`src/rtl/maze_pkg.sv`:
```
// Shared maze map geometry, starvation limit and arbiter state encoding.
package maze_pkg;

  localparam int unsigned ROWS         = 20;
  localparam int unsigned COLS         = 30;
  localparam int unsigned ADDR_W       = 5;
  localparam int unsigned STARVE_LIMIT = 4;
  localparam int unsigned STARVE_W     = $clog2(STARVE_LIMIT + 1);

  typedef enum logic [1:0] {
    IDLE   = 2'd0,
    WAIT_D = 2'd1,
    WAIT_M = 2'd2
  } state_e;

  function automatic logic row_oor(input logic [ADDR_W-1:0] row);
    return row >= ADDR_W'(ROWS);
  endfunction

  function automatic logic col_oor(input logic [ADDR_W-1:0] col);
    return col >= ADDR_W'(COLS);
  endfunction

endpackage

```
`src/rtl/maze_map_arbiter_if.sv`:
```
// Bundle of both requester handshakes plus the map ROM bus.
interface maze_map_arbiter_if;
  import maze_pkg::*;

  logic              disp_req;
  logic [ADDR_W-1:0] disp_row;
  logic              disp_gnt;
  logic              disp_valid;
  logic [COLS-1:0]   disp_data;

  logic              mv_req;
  logic [ADDR_W-1:0] mv_row;
  logic [ADDR_W-1:0] mv_col;
  logic              mv_gnt;
  logic              mv_valid;
  logic              mv_wall;

  logic [ADDR_W-1:0] rom_addr;
  logic [COLS-1:0]   rom_data;
  logic              busy;

  // Requesters and the ROM side.
  modport master (
    output disp_req, disp_row, mv_req, mv_row, mv_col, rom_data,
    input  disp_gnt, disp_valid, disp_data, mv_gnt, mv_valid, mv_wall, rom_addr, busy
  );

  // The arbiter.
  modport slave (
    input  disp_req, disp_row, mv_req, mv_row, mv_col, rom_data,
    output disp_gnt, disp_valid, disp_data, mv_gnt, mv_valid, mv_wall, rom_addr, busy
  );

endinterface

```
`src/rtl/maze_map_arbiter.sv`:
```
// Shares the maze map ROM between the VGA row fetcher and the move wall check;
// display has priority, a starve counter forces a move grant after a bounded run.
module maze_map_arbiter
  import maze_pkg::*;
#(
  parameter int unsigned ROM_LAT = 1
) (
  input logic              Clk,
  input logic              Reset,
  maze_map_arbiter_if.slave bus
);

  localparam int unsigned      LAT_W    = (ROM_LAT > 1) ? $clog2(ROM_LAT + 1) : 1;
  localparam logic [ADDR_W-1:0] LAST_COL = ADDR_W'(COLS - 1);

  state_e              state_q, state_d;
  logic [LAT_W-1:0]    lat_q, lat_d;
  logic [STARVE_W-1:0] starve_q, starve_d;
  logic [ADDR_W-1:0]   rom_addr_q, rom_addr_d;
  logic [ADDR_W-1:0]   col_q, col_d;
  logic                oor_q, oor_d;
  logic                disp_gnt_q, disp_gnt_d;
  logic                mv_gnt_q, mv_gnt_d;
  logic                disp_valid_q, disp_valid_d;
  logic                mv_valid_q, mv_valid_d;
  logic [COLS-1:0]     disp_data_q, disp_data_d;
  logic                mv_wall_q, mv_wall_d;

  logic starved, pick_mv, disp_oor, mv_oor;

  assign starved  = starve_q == STARVE_W'(STARVE_LIMIT);
  assign pick_mv  = bus.mv_req && (!bus.disp_req || starved);
  assign disp_oor = row_oor(bus.disp_row);
  assign mv_oor   = row_oor(bus.mv_row) || col_oor(bus.mv_col);

  always_comb begin
    state_d      = state_q;
    lat_d        = lat_q;
    starve_d     = bus.mv_req ? starve_q : '0;
    rom_addr_d   = rom_addr_q;
    col_d        = col_q;
    oor_d        = oor_q;
    disp_gnt_d   = 1'b0;
    mv_gnt_d     = 1'b0;
    disp_valid_d = 1'b0;
    mv_valid_d   = 1'b0;
    disp_data_d  = disp_data_q;
    mv_wall_d    = mv_wall_q;

    unique case (state_q)
      IDLE: begin
        if (pick_mv) begin
          state_d    = WAIT_M;
          mv_gnt_d   = 1'b1;
          lat_d      = LAT_W'(ROM_LAT);
          oor_d      = mv_oor;
          col_d      = bus.mv_col;
          starve_d   = '0;
          if (!mv_oor) rom_addr_d = bus.mv_row;
        end else if (bus.disp_req) begin
          state_d    = WAIT_D;
          disp_gnt_d = 1'b1;
          lat_d      = LAT_W'(ROM_LAT);
          oor_d      = disp_oor;
          if (!disp_oor) rom_addr_d = bus.disp_row;
          if (bus.mv_req && !starved) starve_d = starve_q + STARVE_W'(1);
        end
      end
      WAIT_D: begin
        if (lat_q == '0) begin
          state_d      = IDLE;
          disp_valid_d = 1'b1;
          disp_data_d  = oor_q ? '1 : bus.rom_data;
        end else begin
          lat_d = lat_q - LAT_W'(1);
        end
      end
      WAIT_M: begin
        if (lat_q == '0) begin
          state_d    = IDLE;
          mv_valid_d = 1'b1;
          // Column 0 is the row's MSB.
          mv_wall_d  = oor_q ? 1'b1 : bus.rom_data[LAST_COL - col_q];
        end else begin
          lat_d = lat_q - LAT_W'(1);
        end
      end
      default: state_d = IDLE;
    endcase
  end

  always_ff @(posedge Clk) begin
    if (!Reset) begin
      state_q      <= IDLE;
      lat_q        <= '0;
      starve_q     <= '0;
      rom_addr_q   <= '0;
      col_q        <= '0;
      oor_q        <= 1'b0;
      disp_gnt_q   <= 1'b0;
      mv_gnt_q     <= 1'b0;
      disp_valid_q <= 1'b0;
      mv_valid_q   <= 1'b0;
      disp_data_q  <= '0;
      mv_wall_q    <= 1'b0;
    end else begin
      state_q      <= state_d;
      lat_q        <= lat_d;
      starve_q     <= starve_d;
      rom_addr_q   <= rom_addr_d;
      col_q        <= col_d;
      oor_q        <= oor_d;
      disp_gnt_q   <= disp_gnt_d;
      mv_gnt_q     <= mv_gnt_d;
      disp_valid_q <= disp_valid_d;
      mv_valid_q   <= mv_valid_d;
      disp_data_q  <= disp_data_d;
      mv_wall_q    <= mv_wall_d;
    end
  end

  assign bus.disp_gnt   = disp_gnt_q;
  assign bus.mv_gnt     = mv_gnt_q;
  assign bus.disp_valid = disp_valid_q;
  assign bus.mv_valid   = mv_valid_q;
  assign bus.disp_data  = disp_data_q;
  assign bus.mv_wall    = mv_wall_q;
  assign bus.rom_addr   = rom_addr_q;
  assign bus.busy       = state_q != IDLE;

endmodule

```
`src/flat_wrapper.sv`:
```
// flat-port wrapper written by rule: the top's interface ports become plain ports
module maze_map_arbiter_flat import maze_pkg::*;
#(
  parameter int unsigned ROM_LAT = 1
)
  (Clk, Reset, bus_disp_req, bus_disp_row, bus_mv_req, bus_mv_row, bus_mv_col, bus_rom_data, bus_disp_gnt, bus_disp_valid, bus_disp_data, bus_mv_gnt, bus_mv_valid, bus_mv_wall, bus_rom_addr, bus_busy);
  maze_map_arbiter_if bus_i ();
  input logic Clk;
  input logic Reset;
  input wire logic [$bits(bus_i.disp_req)-1:0] bus_disp_req;
  input wire logic [$bits(bus_i.disp_row)-1:0] bus_disp_row;
  input wire logic [$bits(bus_i.mv_req)-1:0] bus_mv_req;
  input wire logic [$bits(bus_i.mv_row)-1:0] bus_mv_row;
  input wire logic [$bits(bus_i.mv_col)-1:0] bus_mv_col;
  input wire logic [$bits(bus_i.rom_data)-1:0] bus_rom_data;
  output wire logic [$bits(bus_i.disp_gnt)-1:0] bus_disp_gnt;
  output wire logic [$bits(bus_i.disp_valid)-1:0] bus_disp_valid;
  output wire logic [$bits(bus_i.disp_data)-1:0] bus_disp_data;
  output wire logic [$bits(bus_i.mv_gnt)-1:0] bus_mv_gnt;
  output wire logic [$bits(bus_i.mv_valid)-1:0] bus_mv_valid;
  output wire logic [$bits(bus_i.mv_wall)-1:0] bus_mv_wall;
  output wire logic [$bits(bus_i.rom_addr)-1:0] bus_rom_addr;
  output wire logic [$bits(bus_i.busy)-1:0] bus_busy;
  assign bus_i.disp_req = bus_disp_req;
  assign bus_i.disp_row = bus_disp_row;
  assign bus_i.mv_req = bus_mv_req;
  assign bus_i.mv_row = bus_mv_row;
  assign bus_i.mv_col = bus_mv_col;
  assign bus_i.rom_data = bus_rom_data;
  assign bus_disp_gnt = bus_i.disp_gnt;
  assign bus_disp_valid = bus_i.disp_valid;
  assign bus_disp_data = bus_i.disp_data;
  assign bus_mv_gnt = bus_i.mv_gnt;
  assign bus_mv_valid = bus_i.mv_valid;
  assign bus_mv_wall = bus_i.mv_wall;
  assign bus_rom_addr = bus_i.rom_addr;
  assign bus_busy = bus_i.busy;
  maze_map_arbiter #(.ROM_LAT(ROM_LAT)) u_core (.Clk(Clk), .Reset(Reset), .bus(bus_i));
endmodule
```
`config.mk`:
```
export PLATFORM = sky130hd
export DESIGN_NAME = maze_map_arbiter_flat
export DESIGN_NICKNAME = d
export VERILOG_FILES = /design/src/rtl/maze_pkg.sv /design/src/rtl/maze_map_arbiter_if.sv /design/src/rtl/maze_map_arbiter.sv /design/src/flat_wrapper.sv
export SDC_FILE = /design/constraint.sdc
export NUM_CORES = 1
export LEC_CHECK = 0
export ABC_AREA = 0
export BUFFER_PORTS_ARGS = -buffer_cell sky130_fd_sc_hd__buf_2
export CORE_ASPECT_RATIO = 1.2
export CORE_MARGIN = 2
export CORE_UTILIZATION = 52
export CTS_CLUSTER_DIAMETER = 40
export DETAILED_ROUTE_END_ITERATION = 12
export PLACE_DENSITY = 0.88
export SLEW_MARGIN = 0
export SYNTH_ARGS = -nofsm -noshare
export SYNTH_HDL_FRONTEND = slang
export SYNTH_SLANG_ARGS = --single-unit
```
`constraint.sdc`:
```
create_clock -name Clk -period 3.4 [get_ports Clk]
set_input_delay 0.68 -clock Clk [delete_from_list [all_inputs] [get_ports Clk]]
set_output_delay 0.68 -clock Clk [all_outputs]
set_load 0.02 [all_outputs]
```
==> impl_metrics.csv <==
group,metric,value,unit
hold_path,hold_class,"reg2reg",
critical_path,cp_slowest_cell,"ha_1",
final_layout,mostFrequentLayoutCell,"buf_2",
synth,synth_area,0.00235,mm^2
critical_path,worstPathArrival,1.68,ns
placement,dp_hpwl,4370,um
final_layout,drive_gt1_share,28.7,%
synth,yosysSeqAreaShare,44.3,%
detailed_routing,routed_wl,5960,um
critical_path,required,2.72,ns
global_routing,grt_max_degree,46,
critical_path,ff2ff_path_depth,5,
critical_path,cp.depth,4,
floorplanning,num_rows,26,
critical_path,cp-end-kind,"output pin",
synth,syn_inst,279,
timing,worst_pin_slew,1.15,ns
floorplanning,coreArea,0.00429,mm^2
synth,synth_warnings,0,
synth,async_reset_ff_share,0,%
final_layout,nets,414,
floorplanning,start_util,54.7,%
timing,hold_violations,0,
final_layout,area_growth,23.8,%
detailed_routing,drc,0,
power_and_ir_drop,p_leak,1.28,nW
critical_path,cp_top_family,"buffers and inverters",
final_layout,finalInstanceArea,0.00291,mm^2
final_layout,antenna_cells,0,
critical_path,cp_slowest_stage_delay,0.41,ns
run_status,status,"completed",
critical_path,crit_fanout,12,
detailed_routing,vias,2289,
global_routing,track_usage,24.2,%
clock_network,cts_tree,"done",
critical_path,cp_cell_sequence,"inv_1, ha_1, clkinv_1, buf_2",
clock_network,clk_pin_slew,0.09,ns
floorplanning,die_w,65.4,um
critical_path,r2r_start,"u_core.col_q[1]$_SDFFE_PN0P_",
global_routing,grt_pass1_vias,2172,
clock_network,hold_buffers,0,
floorplanning,die_y,77.7,um
synth,synth.net_count,335,
critical_path,r2r_slack,1.20,ns
synth,synth.distinct_cells,37,
synth,synth_edf_count,0,
synth,syn_avg_cell_area,8.43,um^2
power_and_ir_drop,ir_drop,0.273,mV
detailed_routing,dr.pass1.iters,4,
detailed_routing,viasPerCell,5.52,
power_and_ir_drop,cellPowerDensity,542,mW/mm^2
detailed_routing,dr.first_iter.drc_count,176,
timing,rsz0062_at_grt,"no",
detailed_routing,antenna_left,0,
clock_network,cts_root_buf,"clkbuf_8",
clock_network,cts_resized,0,
global_routing,antenna_found_initial,0,
synth,ys_ff_latch,52,
critical_path,critical_path.endpoint,"bus_busy",
timing,fin_crit_sh,69.5,%
timing,skew,0.00801,ns
critical_path,critPathLaunch,"u_core.state_q[0]$_SDFFE_PN0P_",
synth,ys.flop_type,"dfxtp_1",
timing,setup_viol,0,
timing,setup-tns-final,0,ns
final_layout,layout_common_cells,"buf_2, nor3_1, dfxtp_1",
timing,period_minus_slack,2.36,ns
critical_path,crit_type,"reg2out",
timing,max_freq,423,MHz
placement,finalWeightedCongestion,0.843,
clock_network,cts_setup_buffers,0,
clock_network,cts_buffers,5,
placement,dpl_cell_area,0.00280,mm^2
clock_network,htree_levels,2,
timing,slew_headroom,23.6,%
critical_path,crit_buf_inv,3,
floorplanning,ios,90,
critical_path,setup.worst_path.start_class,"flip-flop",
floorplanning,dieArea,0.00508,mm^2
clock_network,cts.path.max_buffers,2,
global_routing,gr-total-overflow,0,
critical_path,r2r-end,"u_core.bus.mv_wall$_SDFFE_PN0P_",
detailed_routing,wl_per_cell,14.4,um
clock_network,clk_latency,0.30,ns
global_routing,grt_pass1_wl,9690,um
clock_network,clock-sinks,52,
job,drv_cap,0,
placement,io_buffers,89,
timing,report.final.slew_viol_count,0,
-- layer usage --
metal	wire, um	up-vias	track usage, %
li1	-	1137	-
met1	2330	1048	29.0
met2	3110	92	42.6
met3	408	12	5.22
met4	105	0	7.92
met5	0	-	0
-- state kept, by name, summed over array words and instances, names as in the netlist --
signal and flops:
u_core.bus.disp_data 30, u_core.oor_q 1, u_core.bus.disp_valid 1, u_core.lat_q 1, u_core.bus.mv_gnt 1, u_core.bus.disp_gnt 1
u_core.starve_q 3, u_core.col_q 5, u_core.bus.mv_valid 1, u_core.bus.rom_addr 5, u_core.state_q 2, u_core.bus.mv_wall 1
-- how the worst min path moves through the flow --
stage               cells past startpoint                       endpoint  slack, ns                          start
global route                            2   u_core.col_q[4]$_SDFFE_PN0P_       0.51   u_core.col_q[4]$_SDFFE_PN0P_
CTS                                     2  u_core.starve_q[1]$_SDFF_PN0_       0.50  u_core.starve_q[1]$_SDFF_PN0_
detailed placement                      2  u_core.starve_q[1]$_SDFF_PN0_       0.48  u_core.starve_q[1]$_SDFF_PN0_
floorplan                               2  u_core.starve_q[1]$_SDFF_PN0_       0.45  u_core.starve_q[1]$_SDFF_PN0_
global placement                        2  u_core.starve_q[1]$_SDFF_PN0_       0.46  u_core.starve_q[1]$_SDFF_PN0_
finish                                  2  u_core.starve_q[1]$_SDFF_PN0_       0.49  u_core.starve_q[1]$_SDFF_PN0_
-- cells by family after synthesis --
logic type | synth area share (%)
buf+inv | 4.52
compound gates | 8.25
mux | 9.79
xor+xnor | 0.745
fa+ha+maj | 3.73
flops | 44.3
simple gates | 28.7
-- final cells by class --
type,count,area (um^2)
Clock buffer,6,72.6
Timing Repair Buffer,91,460
Tap cell,56,70.1
Clock inverter,2,35.0
Inverter,7,26.3
Multi-Input combinational cell,201,1210
Sequential cell,52,1040
Fill cell,395,1380
-- cell usage after synthesis (all sizes together) (2+ instances only) --
library cell	count	area share [%]
nor3	61	13
dfxtp	52	44
nor2	45	7.2
nand2	21	3.4
clkbuf	17	2.7
a21oi	12	2.6
mux2i	8	3.4
ha	7	3.7
nand3	7	1.5
a311oi	6	2.2
inv	6	0.96
mux4	5	5.4
o21ai	5	1.1
nor2b	3	0.80
and3	2	0.53
buf	2	0.69
mux2	2	0.96
nand2b	2	0.53
-- tightest hold or removal path, stage by stage (launching register included) --
cell and delay (ns):
dfxtp_1 0.34, nand2_1 0.06, a21oi_1 0.05
-- per-stage QoR --
step / setup slack [ns] / util (%) / cells / hold WS [ns] / power, W
4_1_cts: 1.04 / 67.8 / 415 / 0.496 / 0.00159
6_report: 1.04 / 67.8 / 415 / 0.492 / 0.00158
3_3_place_gp: 1.16 / 65.3 / 407 / 0.461 / 0.00116
2_1_floorplan: 1.51 / - / 279 / 0.448 / 0.00103
5_1_grt: 0.896 / 67.8 / 415 / 0.513 / 0.00166
3_5_place_dp: 1.10 / 65.3 / 407 / 0.483 / 0.00117
-- power breakdown --
| group | leakage [nW] | switching, W | internal [W] |
|---|---|---|---|
| registers | 0.426 | 0.0000596 | 0.000681 |
| logic | 0.800 | 0.000259 | 0.000161 |
| clock network | 0.0552 | 0.000199 | 0.000219 |
No activity file was read; power rests on OpenSTA's default activity.
